File: config.mk
export PLATFORM = sky130hd
export DESIGN_NAME = arb_requester
export DESIGN_NICKNAME = d
export VERILOG_FILES = /design/src/rtl/arb_pkg.sv /design/src/rtl/arb_req_channel.sv /design/src/rtl/arb_requester.sv
export SDC_FILE = /design/constraint.sdc
export NUM_CORES = 1
export LEC_CHECK = 0
export CAP_MARGIN = 20
export CORE_MARGIN = 1
export CORE_UTILIZATION = 50
export CTS_BUF_LIST = sky130_fd_sc_hd__clkbuf_8
export DETAILED_ROUTE_END_ITERATION = 8
export GPL_TIMING_DRIVEN = 0
export PLACE_DENSITY = 0.78
export SYNTH_ARGS = -nofsm -noshare
export SYNTH_HDL_FRONTEND = slang
export SYNTH_SLANG_ARGS = --single-unit
File: constraint.sdc
create_clock -name clk -period 2.5 [get_ports clk]
set_clock_uncertainty 0.2 [all_clocks]
set_input_delay 0.5 -clock clk [delete_from_list [all_inputs] [get_ports clk]]
set_output_delay 0.5 -clock clk [all_outputs]
set_load 0.01 [all_outputs]
File: src/rtl/arb_pkg.sv
// Shared definitions for the requester/arbiter slice.
// Holds the default channel count, queue depth and starvation limit, plus
// helpers that size the per-channel pending and wait counters. The
// round-robin arbiter uses the same package, so both sides agree on N.
package arb_pkg;

   localparam int unsigned N_DEF            = 4;
   localparam int unsigned DEPTH_DEF        = 4;
   localparam int unsigned STARVE_LIMIT_DEF = 8;

   // Width able to hold 0..depth inclusive.
   function automatic int unsigned cnt_width(input int unsigned depth);
      return $clog2(depth + 1);
   endfunction

   // Width able to hold 0..limit inclusive (wait counter saturates at limit).
   function automatic int unsigned wt_width(input int unsigned limit);
      return $clog2(limit + 1);
   endfunction

   localparam int unsigned CNT_W = cnt_width(DEPTH_DEF);
   localparam int unsigned WT_W  = wt_width(STARVE_LIMIT_DEF);

endpackage

File: src/rtl/arb_req_channel.sv
// One requester channel: pending-request counter, wait counter and done pulse.
// Ports:
//   clk, rst      clock, asynchronous active-high reset
//   push          new request strobe for this channel
//   gnt           grant bit from the arbiter for this channel
//   req           request to arbiter (pending count non-zero)
//   full          pending count at DEPTH
//   done          one-cycle pulse after each accepted grant
//   starve        channel has waited STARVE_LIMIT cycles or more
//   overflow_stb  push dropped this cycle (combinational strobe)
//   spurious_stb  grant seen while not requesting (combinational strobe)
module arb_req_channel
   import arb_pkg::*;
#(
   parameter int unsigned DEPTH        = DEPTH_DEF,
   parameter int unsigned STARVE_LIMIT = STARVE_LIMIT_DEF
) (
   input  logic clk,
   input  logic rst,
   input  logic push,
   input  logic gnt,
   output logic req,
   output logic full,
   output logic done,
   output logic starve,
   output logic overflow_stb,
   output logic spurious_stb
);

   localparam int unsigned CW = cnt_width(DEPTH);
   localparam int unsigned WW = wt_width(STARVE_LIMIT);
   localparam logic [CW-1:0] CNT_MAX = CW'(DEPTH);
   localparam logic [WW-1:0] WT_MAX  = WW'(STARVE_LIMIT);

   logic [CW-1:0] cnt_r;
   logic [WW-1:0] wt_r;
   logic          done_r;
   logic          req_s;
   logic          full_s;
   logic          accept_s;

   // Request and full are decoded only from registered state, so there is no
   // combinational path from push or gnt to the arbiter.
   assign req_s    = (cnt_r != {CW{1'b0}});
   assign full_s   = (cnt_r == CNT_MAX);
   assign accept_s = gnt & req_s;

   assign req          = req_s;
   assign full         = full_s;
   assign done         = done_r;
   assign starve       = (wt_r >= WT_MAX);
   // A push alongside an accepted grant always fits, even when full.
   assign overflow_stb = push & full_s & ~accept_s;
   assign spurious_stb = gnt & ~req_s;

   // Pending count, wait counter and done pulse state.
   always_ff @(posedge clk or posedge rst) begin
      if (rst) begin
         cnt_r  <= {CW{1'b0}};
         wt_r   <= {WW{1'b0}};
         done_r <= 1'b0;
      end else begin
         done_r <= accept_s;
         case ({push, accept_s})
            2'b01: cnt_r <= cnt_r - CW'(1);
            2'b10: begin
               if (!full_s) cnt_r <= cnt_r + CW'(1);
               else         cnt_r <= cnt_r;
            end
            default: cnt_r <= cnt_r;
         endcase
         if (!req_s || accept_s)  wt_r <= {WW{1'b0}};
         else if (wt_r != WT_MAX) wt_r <= wt_r + WW'(1);
         else                     wt_r <= wt_r;
      end
   end

endmodule

File: src/rtl/arb_requester.sv
// N-channel request front end for a round-robin arbiter.
// Ports:
//   clk, rst     clock, asynchronous active-high reset
//   push[N]      per-channel new-request strobes
//   GNT[N]       grant vector from the arbiter
//   REQ[N]       request vector to the arbiter
//   full[N]      channel pending count at DEPTH
//   done[N]      one-cycle pulse per serviced request
//   starve[N]    channel waited STARVE_LIMIT cycles or more
//   overflow     sticky: a push was dropped on a full channel
//   spurious     sticky: a grant arrived on a channel not requesting
//   multi_grant  sticky: more than one grant bit in a cycle
module arb_requester
   import arb_pkg::*;
#(
   parameter int unsigned N            = N_DEF,
   parameter int unsigned DEPTH        = DEPTH_DEF,
   parameter int unsigned STARVE_LIMIT = STARVE_LIMIT_DEF
) (
   input  logic         clk,
   input  logic         rst,
   input  logic [N-1:0] push,
   input  logic [N-1:0] GNT,
   output logic [N-1:0] REQ,
   output logic [N-1:0] full,
   output logic [N-1:0] done,
   output logic [N-1:0] starve,
   output logic         overflow,
   output logic         spurious,
   output logic         multi_grant
);

   logic [N-1:0] ovf_stb_s;
   logic [N-1:0] spur_stb_s;
   logic         multi_s;
   logic         overflow_r;
   logic         spurious_r;
   logic         multi_grant_r;

   for (genvar i = 0; i < N; i++) begin : g_ch
      arb_req_channel #(
         .DEPTH        (DEPTH),
         .STARVE_LIMIT (STARVE_LIMIT)
      ) u_ch (
         .clk          (clk),
         .rst          (rst),
         .push         (push[i]),
         .gnt          (GNT[i]),
         .req          (REQ[i]),
         .full         (full[i]),
         .done         (done[i]),
         .starve       (starve[i]),
         .overflow_stb (ovf_stb_s[i]),
         .spurious_stb (spur_stb_s[i])
      );
   end

   // Clearing the lowest set bit leaves something only if two or more were set.
   assign multi_s = ((GNT & (GNT - N'(1))) != {N{1'b0}});

   assign overflow    = overflow_r;
   assign spurious    = spurious_r;
   assign multi_grant = multi_grant_r;

   // Sticky error flags; only reset clears them.
   always_ff @(posedge clk or posedge rst) begin
      if (rst) begin
         overflow_r    <= 1'b0;
         spurious_r    <= 1'b0;
         multi_grant_r <= 1'b0;
      end else begin
         overflow_r    <= overflow_r    | (|ovf_stb_s);
         spurious_r    <= spurious_r    | (|spur_stb_s);
         multi_grant_r <= multi_grant_r | multi_s;
      end
   end

endmodule

==> results of run 1 <==
==> power breakdown <==
group          switching (mW)  total, mW  internal, mW  leakage [nW]
Combinational           0.626       1.42         0.799         0.800
Sequential              0.277       1.02         0.746         0.426
Clock                   0.211      0.401         0.191        0.0453
Total                    1.11       2.85          1.74          1.27
==> synthesized netlist by cell type (2+ instances only) <==
cell type / count
mux2i_1: 8
nand2b_1: 12
a32oi_1: 3
nor2b_1: 2
nand3_1: 11
o21ai_0: 3
nand2_1: 10
inv_2: 3
o21a_1: 2
xor2_1: 9
o32a_1: 3
nor3_1: 4
buf_2: 6
o211ai_1: 4
nor2_1: 24
buf_4: 16
a22oi_1: 2
inv_1: 20
clkbuf_1: 8
a21oi_1: 7
nand3b_1: 10
fa_1: 4
xnor2_1: 5
and2_1: 5
o21bai_1: 2
o221ai_1: 6
a2bb2oi_1: 2
dfrtp_1: 35
ha_1: 8
==> registers in the layout, summed over array words and instances, names as in the netlist <==
register / cells
spurious: 1
g_ch.u_ch.cnt_r: 12
g_ch.u_ch.done: 4
overflow: 1
multi_grant: 1
g_ch.u_ch.wt_r: 16
==> cell usage in the layout, fill, tap and decap left out, drive strengths merged, types with 3 or more instances in the layout <==
| master | count |
|---|---|
| clkbuf | 10 |
| nand2b | 12 |
| mux2i | 8 |
| nand3b | 10 |
| nor3 | 4 |
| and2 | 6 |
| fa | 4 |
| o21ai | 4 |
| o211ai | 4 |
| buf | 33 |
| nor2 | 24 |
| inv | 24 |
| o32a | 3 |
| ha | 8 |
| clkdlybuf4s50 | 24 |
| dfrtp | 35 |
| xor2 | 9 |
| nand2 | 10 |
| xnor2 | 5 |
| a21oi | 7 |
| nand3 | 11 |
| a32oi | 3 |
| o221ai | 6 |
==> through the flow <==
| step | util (%) | instance area, um^2 | worst slack, ps | power, mW |
|---|---|---|---|---|
| floorplan | - | 2330 | -40.03 | 1.895 |
| global placement | 59.69 | 2635 | -436.6 | 2.191 |
| global route | 65.25 | 2880 | -124.2 | 3.069 |
| detailed placement | 60.32 | 2663 | -504.2 | 2.261 |
| finish | 65.25 | 2880 | -64.92 | 2.850 |
| CTS | 64.60 | 2851 | -37.61 | 2.791 |
==> worst min-delay path, stage by stage, from the launching register on <==
cell	delay, ps
dfrtp_1	370
a41oi_1	60
nand3_1	70
==> repair_timing <==
item,in CTS,in global routing
pin swaps,3,4
gates resized for setup,14,9
endpoints found under the hold margin,0,0
gates cloned,0,0
endpoints found under the setup margin,9,12
buffers inserted,7,2
==> how the worst min path moves through the flow <==
stage	slack, ps	endpoint	from	cells after the start
floorplan	310	multi_grant$_DFF_PP0_	multi_grant$_DFF_PP0_	1
global placement	290	multi_grant$_DFF_PP0_	multi_grant$_DFF_PP0_	1
detailed placement	310	spurious$_DFF_PP0_	spurious$_DFF_PP0_	2
CTS	330	spurious$_DFF_PP0_	spurious$_DFF_PP0_	2
global route	360	spurious$_DFF_PP0_	spurious$_DFF_PP0_	2
finish	340	overflow$_DFF_PP0_	overflow$_DFF_PP0_	2
==> kinds of logic (layout without fill, tap and decap cells) <==
| group | after synthesis | after routing | share of synthesized area, % |
|---|---|---|---|
| buf+inv | 54 | 93 | 11.97 |
| flops | 35 | 35 | 37.76 |
| simple gates | 85 | 85 | 19.20 |
| mux | 8 | 8 | 3.452 |
| compound gates | 43 | 43 | 14.13 |
| xor+xnor | 14 | 14 | 5.286 |
| fa+ha+maj | 13 | 13 | 8.199 |
==> routing by layer <==
layer  up-vias  GRT usage [%]  wire (um)
li1        916              -          -
met1       874          24.48       2020
met2        40          33.23       2193
met3         7          4.473        180
met4         0          7.111         63
met5         -              0          0
==> cell type report <==
| cell class | count | share of cell area [%] |
|---|---|---|
| plain buffers | 28 | 6.690 |
| clock buffers | 5 | 2.389 |
| clock inverters | 3 | 0.5647 |
| inverters | 23 | 2.997 |
| multi-input cells | 163 | 42.83 |
| flip-flops and latches | 35 | 30.63 |
| well taps | 52 | 2.259 |
| repair buffers | 34 | 11.64 |
==> results.json, run 1 <==
{
  "crit_start": "g_ch[3].u_ch.cnt_r[1]$_DFFE_PP0P_",
  "powerDensity_nw_per_um2": 989.4,
  "leakage_nw": 1.272,
  "routedWlPerCell_um": 13.00,
  "num_vias": 1837,
  "root_buffer": "clkbuf_8",
  "outcome": "finished with violations",
  "worst-path-stages": 7,
  "clk_latency_ps": 290,
  "synth-async-reset-ratio_pct": 100.0,
  "syn_inst": 252,
  "dr.pass1.iters": 4,
  "drtIter0Drc": 64,
  "die_area_um2": 4916,
  "startpoint_type": "flip-flop",
  "syn_avg_cell_area_um2": 9.205,
  "track_usage_pct": 19.63,
  "yosys_warnings": 0,
  "hpwl_um": 3112,
  "syn_area_um2": 2320,
  "violations": "negative setup slack",
  "netlist_top_cells_area": "dfrtp_1 (38%), buf_4 (5.2%), ha_1 (4.3%)",
  "finalSetupTns_ps": -64.92,
  "rows": 24,
  "synth_top_area_share_pct": 37.76,
  "ioPinCount": 29,
  "syn_nets": 274,
  "worstPathRequired_ps": 2480,
  "slowest_stage": "dfrtp_2",
  "max_freq_mhz": 389.9,
  "synth_cell_types": 47,
  "area_growth_pct": 24.16,
  "critPathMaxFanout": 3,
  "max_slew_margin_pct": 60.05,
  "ys_seq_area_share_pct": 37.76,
  "nets": 312,
  "start_util_pct": 52.55,
  "cts_sinks": 35,
  "die_w_um": 70.12,
  "hold_ws_ps": 339.4,
  "clock_path_buffers": 2,
  "setup_ws_ps": -64.92,
  "multiInputGateArea_um2": 1234,
  "grt_first_pass_wirelength_um": 7748,
  "reg2reg_depth": 7,
  "max_cap_violations": 0,
  "synth_seq_cells": 35,
  "grt_max_degree": 24,
  "grt_overflow": 0,
  "gp_congestion": 0.7989,
  "cp_cell_sequence": "or3_4, and2_4, nand2b_4, fa_2, or3b_1, a32oi_1, a21bo_1",
  "arrival_ps": 2550,
  "holdBufCountCts": 0,
  "drtAntennaViolNets": 0,
  "regToRegEndpoint": "g_ch[3].u_ch.cnt_r[2]$_DFFE_PP0P_",
  "n_antenna_cell": 0,
  "numCtsBuffers": 5,
  "cp_slowest_stage_delay_ps": 410,
  "hold_path_class": "reg2reg",
  "vias_per_cell": 5.356,
  "path_class": "reg2reg",
  "reg2reg_from": "g_ch[3].u_ch.cnt_r[1]$_DFFE_PP0P_",
  "tightest_slew_ps": 598.6,
  "cts_max_level": 2,
  "cp_num_buf_inv": 0,
  "io_buffers": 24,
  "yosysTopAreaCell": "dfrtp_1",
  "period_minus_slack_ps": 2565,
  "drive_above_1_share_pct": 21.31,
  "dp_cells": 329,
  "wl_um": 4458,
  "grt_pass1_vias": 1804,
  "r2r_setup_slack_ps": -60,
  "rsz0062_at_grt": "yes",
  "core-area_um2": 4414,
  "cts_tree": "done",
  "finalSetupViolations": 1,
  "cp-end-kind": "flip-flop",
  "drc": 0,
  "synth_flop_cell": "dfrtp_1",
  "die_h_um": 70.12,
  "fin_cells": 343,
  "path_clk_slew_ps": 80,
  "antenna_found_initial": 0,
  "endpoint": "g_ch[3].u_ch.cnt_r[2]$_DFFE_PP0P_",
  "synth-edff-count": 0,
  "path_delay_family": "simple AND/OR/NAND/NOR gates",
  "ir_drop_mv": 0.5786,
  "regArea_um2": 882.1,
  "drv_slew": 0,
  "fin_crit_sh_pct": 102.6,
  "fillers": 385,
  "report.final.hold_viol_count": 0
}
Power figures use the tool's default switching activity.
==> inputs of run 2 (changes only) <==
--- a/config.mk
+++ b/config.mk
@@ -7,11 +7,12 @@
 export LEC_CHECK = 0
 export CAP_MARGIN = 20
 export CORE_MARGIN = 1
-export CORE_UTILIZATION = 50
+export CORE_UTILIZATION = 52
 export CTS_BUF_LIST = sky130_fd_sc_hd__clkbuf_8
 export DETAILED_ROUTE_END_ITERATION = 8
 export GPL_TIMING_DRIVEN = 0
-export PLACE_DENSITY = 0.78
+export PLACE_DENSITY = 0.8
+export SKIP_CTS_REPAIR_TIMING = 1
 export SYNTH_ARGS = -nofsm -noshare
 export SYNTH_HDL_FRONTEND = slang
 export SYNTH_SLANG_ARGS = --single-unit
==> run 2 against run 1 <==
The run still ends with negative setup slack left. Clock power grew 15%. Highest routed layer unchanged. Global-route usage grew 0.97 points. Sequential share of layout area up 0.26 points. Non-clock buffer count fell by 4. Critical path type unchanged. Core utilization grew 4.0 points.
==> results.json, run 2 (synthesis results as in run 1) <==
{
  "mostFrequentLayoutCells": "dfrtp_1 (27), clkdlybuf4s50_1 (23), buf_4 (22), nor2_1 (21), inv_1 (20)",
  "critPathMaxFanout": 5,
  "finalSetupViolations": 2,
  "gp_congestion": 0.7874,
  "path_class": "reg2reg",
  "cp-end-kind": "flip-flop",
  "path_clk_slew_ps": 70,
  "drv_slew": 0,
  "worst-path-stages": 7,
  "powerDensity_nw_per_um2": 998.5,
  "core-area_um2": 4144,
  "start_util_pct": 55.98,
  "violations": "negative setup slack",
  "largest_register_ffs": 16,
  "dpl_cell_area_um2": 2660,
  "drive_above_1_share_pct": 21.95,
  "drtAntennaViolNets": 0,
  "cp_cell_sequence": "or3_4, and2_4, nand2b_4, fa_2, or3b_4, a32oi_1, a21bo_1",
  "track_usage_pct": 20.59,
  "whs_path_depth": 1,
  "leakage_nw": 1.253,
  "rsz0062_at_grt": "yes",
  "cts_sinks": 35,
  "vias_per_cell": 5.335,
  "num_vias": 1798,
  "final_common_cell": "dfrtp_1",
  "drtIter0Drc": 103,
  "die_h_um": 68.79,
  "ioPinCount": 29,
  "rows": 23,
  "hold_path_class": "reg2reg",
  "die_w_um": 68.79,
  "report.final.hold_viol_count": 0,
  "antenna_found_initial": 0,
  "area_growth_pct": 23.62,
  "grt_max_degree": 22,
  "nets": 308,
  "dr.pass1.iters": 4,
  "routedWlPerCell_um": 12.74,
  "setup_ws_ps": -113.2,
  "reg2reg_depth": 7,
  "die_area_um2": 4732,
  "cp_slowest_stage_delay_ps": 440,
  "slowest_stage": "dfrtp_2",
  "clock_path_buffers": 2,
  "max_cap_violations": 0,
  "io_buffers": 24,
  "grt_first_pass_wirelength_um": 7038,
  "outcome": "finished with violations",
  "power.total_mw": 2.863,
  "grt_pass1_vias": 1654,
  "wl_um": 4292,
  "ir_drop_mv": 0.6370,
  "numCtsBuffers": 5,
  "fin_crit_sh_pct": 104.5,
  "max_slew_margin_pct": 56.36,
  "root_buffer": "clkbuf_8",
  "tightest_slew_ps": 653.9,
  "hpwl_um": 3078,
  "grt_overflow": 0,
  "max_freq_mhz": 382.7,
  "period_minus_slack_ps": 2613,
  "cts_max_level": 2,
  "arrival_ps": 2600,
  "path_delay_family": "simple AND/OR/NAND/NOR gates",
  "cts_tree": "done",
  "cp_num_buf_inv": 0,
  "startpoint_type": "flip-flop",
  "worstPathRequired_ps": 2490,
  "stdcell_area_um2": 2868,
  "top_register": "g_ch.u_ch.wt_r",
  "n_antenna_cell": 0,
  "clk_latency_ps": 290,
  "drc": 0
}
[run 2: per-layer routing]
layer / part of all wire (%) / vias up / track usage (%)
li1: - / 905 / -
met1: 45 / 856 / 24.07
met2: 49 / 31 / 34.80
met3: 4.7 / 6 / 7.566
met4: 1.1 / 0 / 6.888
met5: 0 / - / 0
[run 2: power breakdown]
part	internal (mW)	total (mW)	switching, mW
logic	0.766	1.36	0.590
registers	0.752	1.05	0.293
clock network	0.251	0.462	0.212
[run 2: cell type report]
| type | count | area (um^2) |
|---|---|---|
| Tap cell | 50 | 62.56 |
| Clock buffer | 7 | 96.34 |
| Sequential cell | 35 | 885.9 |
| Buffer | 28 | 183.9 |
| Multi-Input combinational cell | 163 | 1237 |
| Fill cell | 335 | 1276 |
| Timing Repair Buffer | 30 | 307.8 |
| Clock inverter | 1 | 7.507 |
| Inverter | 23 | 86.33 |
[run 2: path summary, 6_finish.rpt]
check                                             startpoint                                 to  slack [ps]
max in group asynchronous                                rst  g_ch[1].u_ch.cnt_r[0]$_DFFE_PP0P_        1150
setup / recovery           g_ch[3].u_ch.cnt_r[0]$_DFFE_PP0P_  g_ch[3].u_ch.cnt_r[2]$_DFFE_PP0P_        -110
min in group asynchronous                                rst   g_ch[0].u_ch.wt_r[2]$_DFFE_PP0P_         400
setup reg to reg           g_ch[3].u_ch.cnt_r[0]$_DFFE_PP0P_  g_ch[3].u_ch.cnt_r[2]$_DFFE_PP0P_        -110
hold / removal                         multi_grant$_DFF_PP0_              multi_grant$_DFF_PP0_         300
hold reg to reg                        multi_grant$_DFF_PP0_              multi_grant$_DFF_PP0_         300
[run 2: metrics by stage]
| step | util, % | TNS [ps] | instances | setup WS [ps] | hold WS, ps |
|---|---|---|---|---|---|
| finish | 69.20 | -147.1 | 337 | -113.2 | 301.3 |
| CTS | 66.70 | -683.1 | 335 | -185.7 | 311.0 |
| detailed placement | 64.19 | -1591 | 327 | -475.6 | 278.6 |
| global route | 69.20 | -340.6 | 337 | -197.0 | 335.1 |
| floorplan | - | -40.03 | 252 | -40.03 | 313.4 |
| global placement | 63.53 | -1404 | 326 | -450.7 | 287.8 |
[run 2: worst register-to-register path, cell delays in order, from the launching register on]
cell	delay, ps
dfrtp_2	440
or3_4	400
and2_4	170
nand2b_4	130
fa_2	370
or3b_4	390
a32oi_1	200
a21bo_1	220
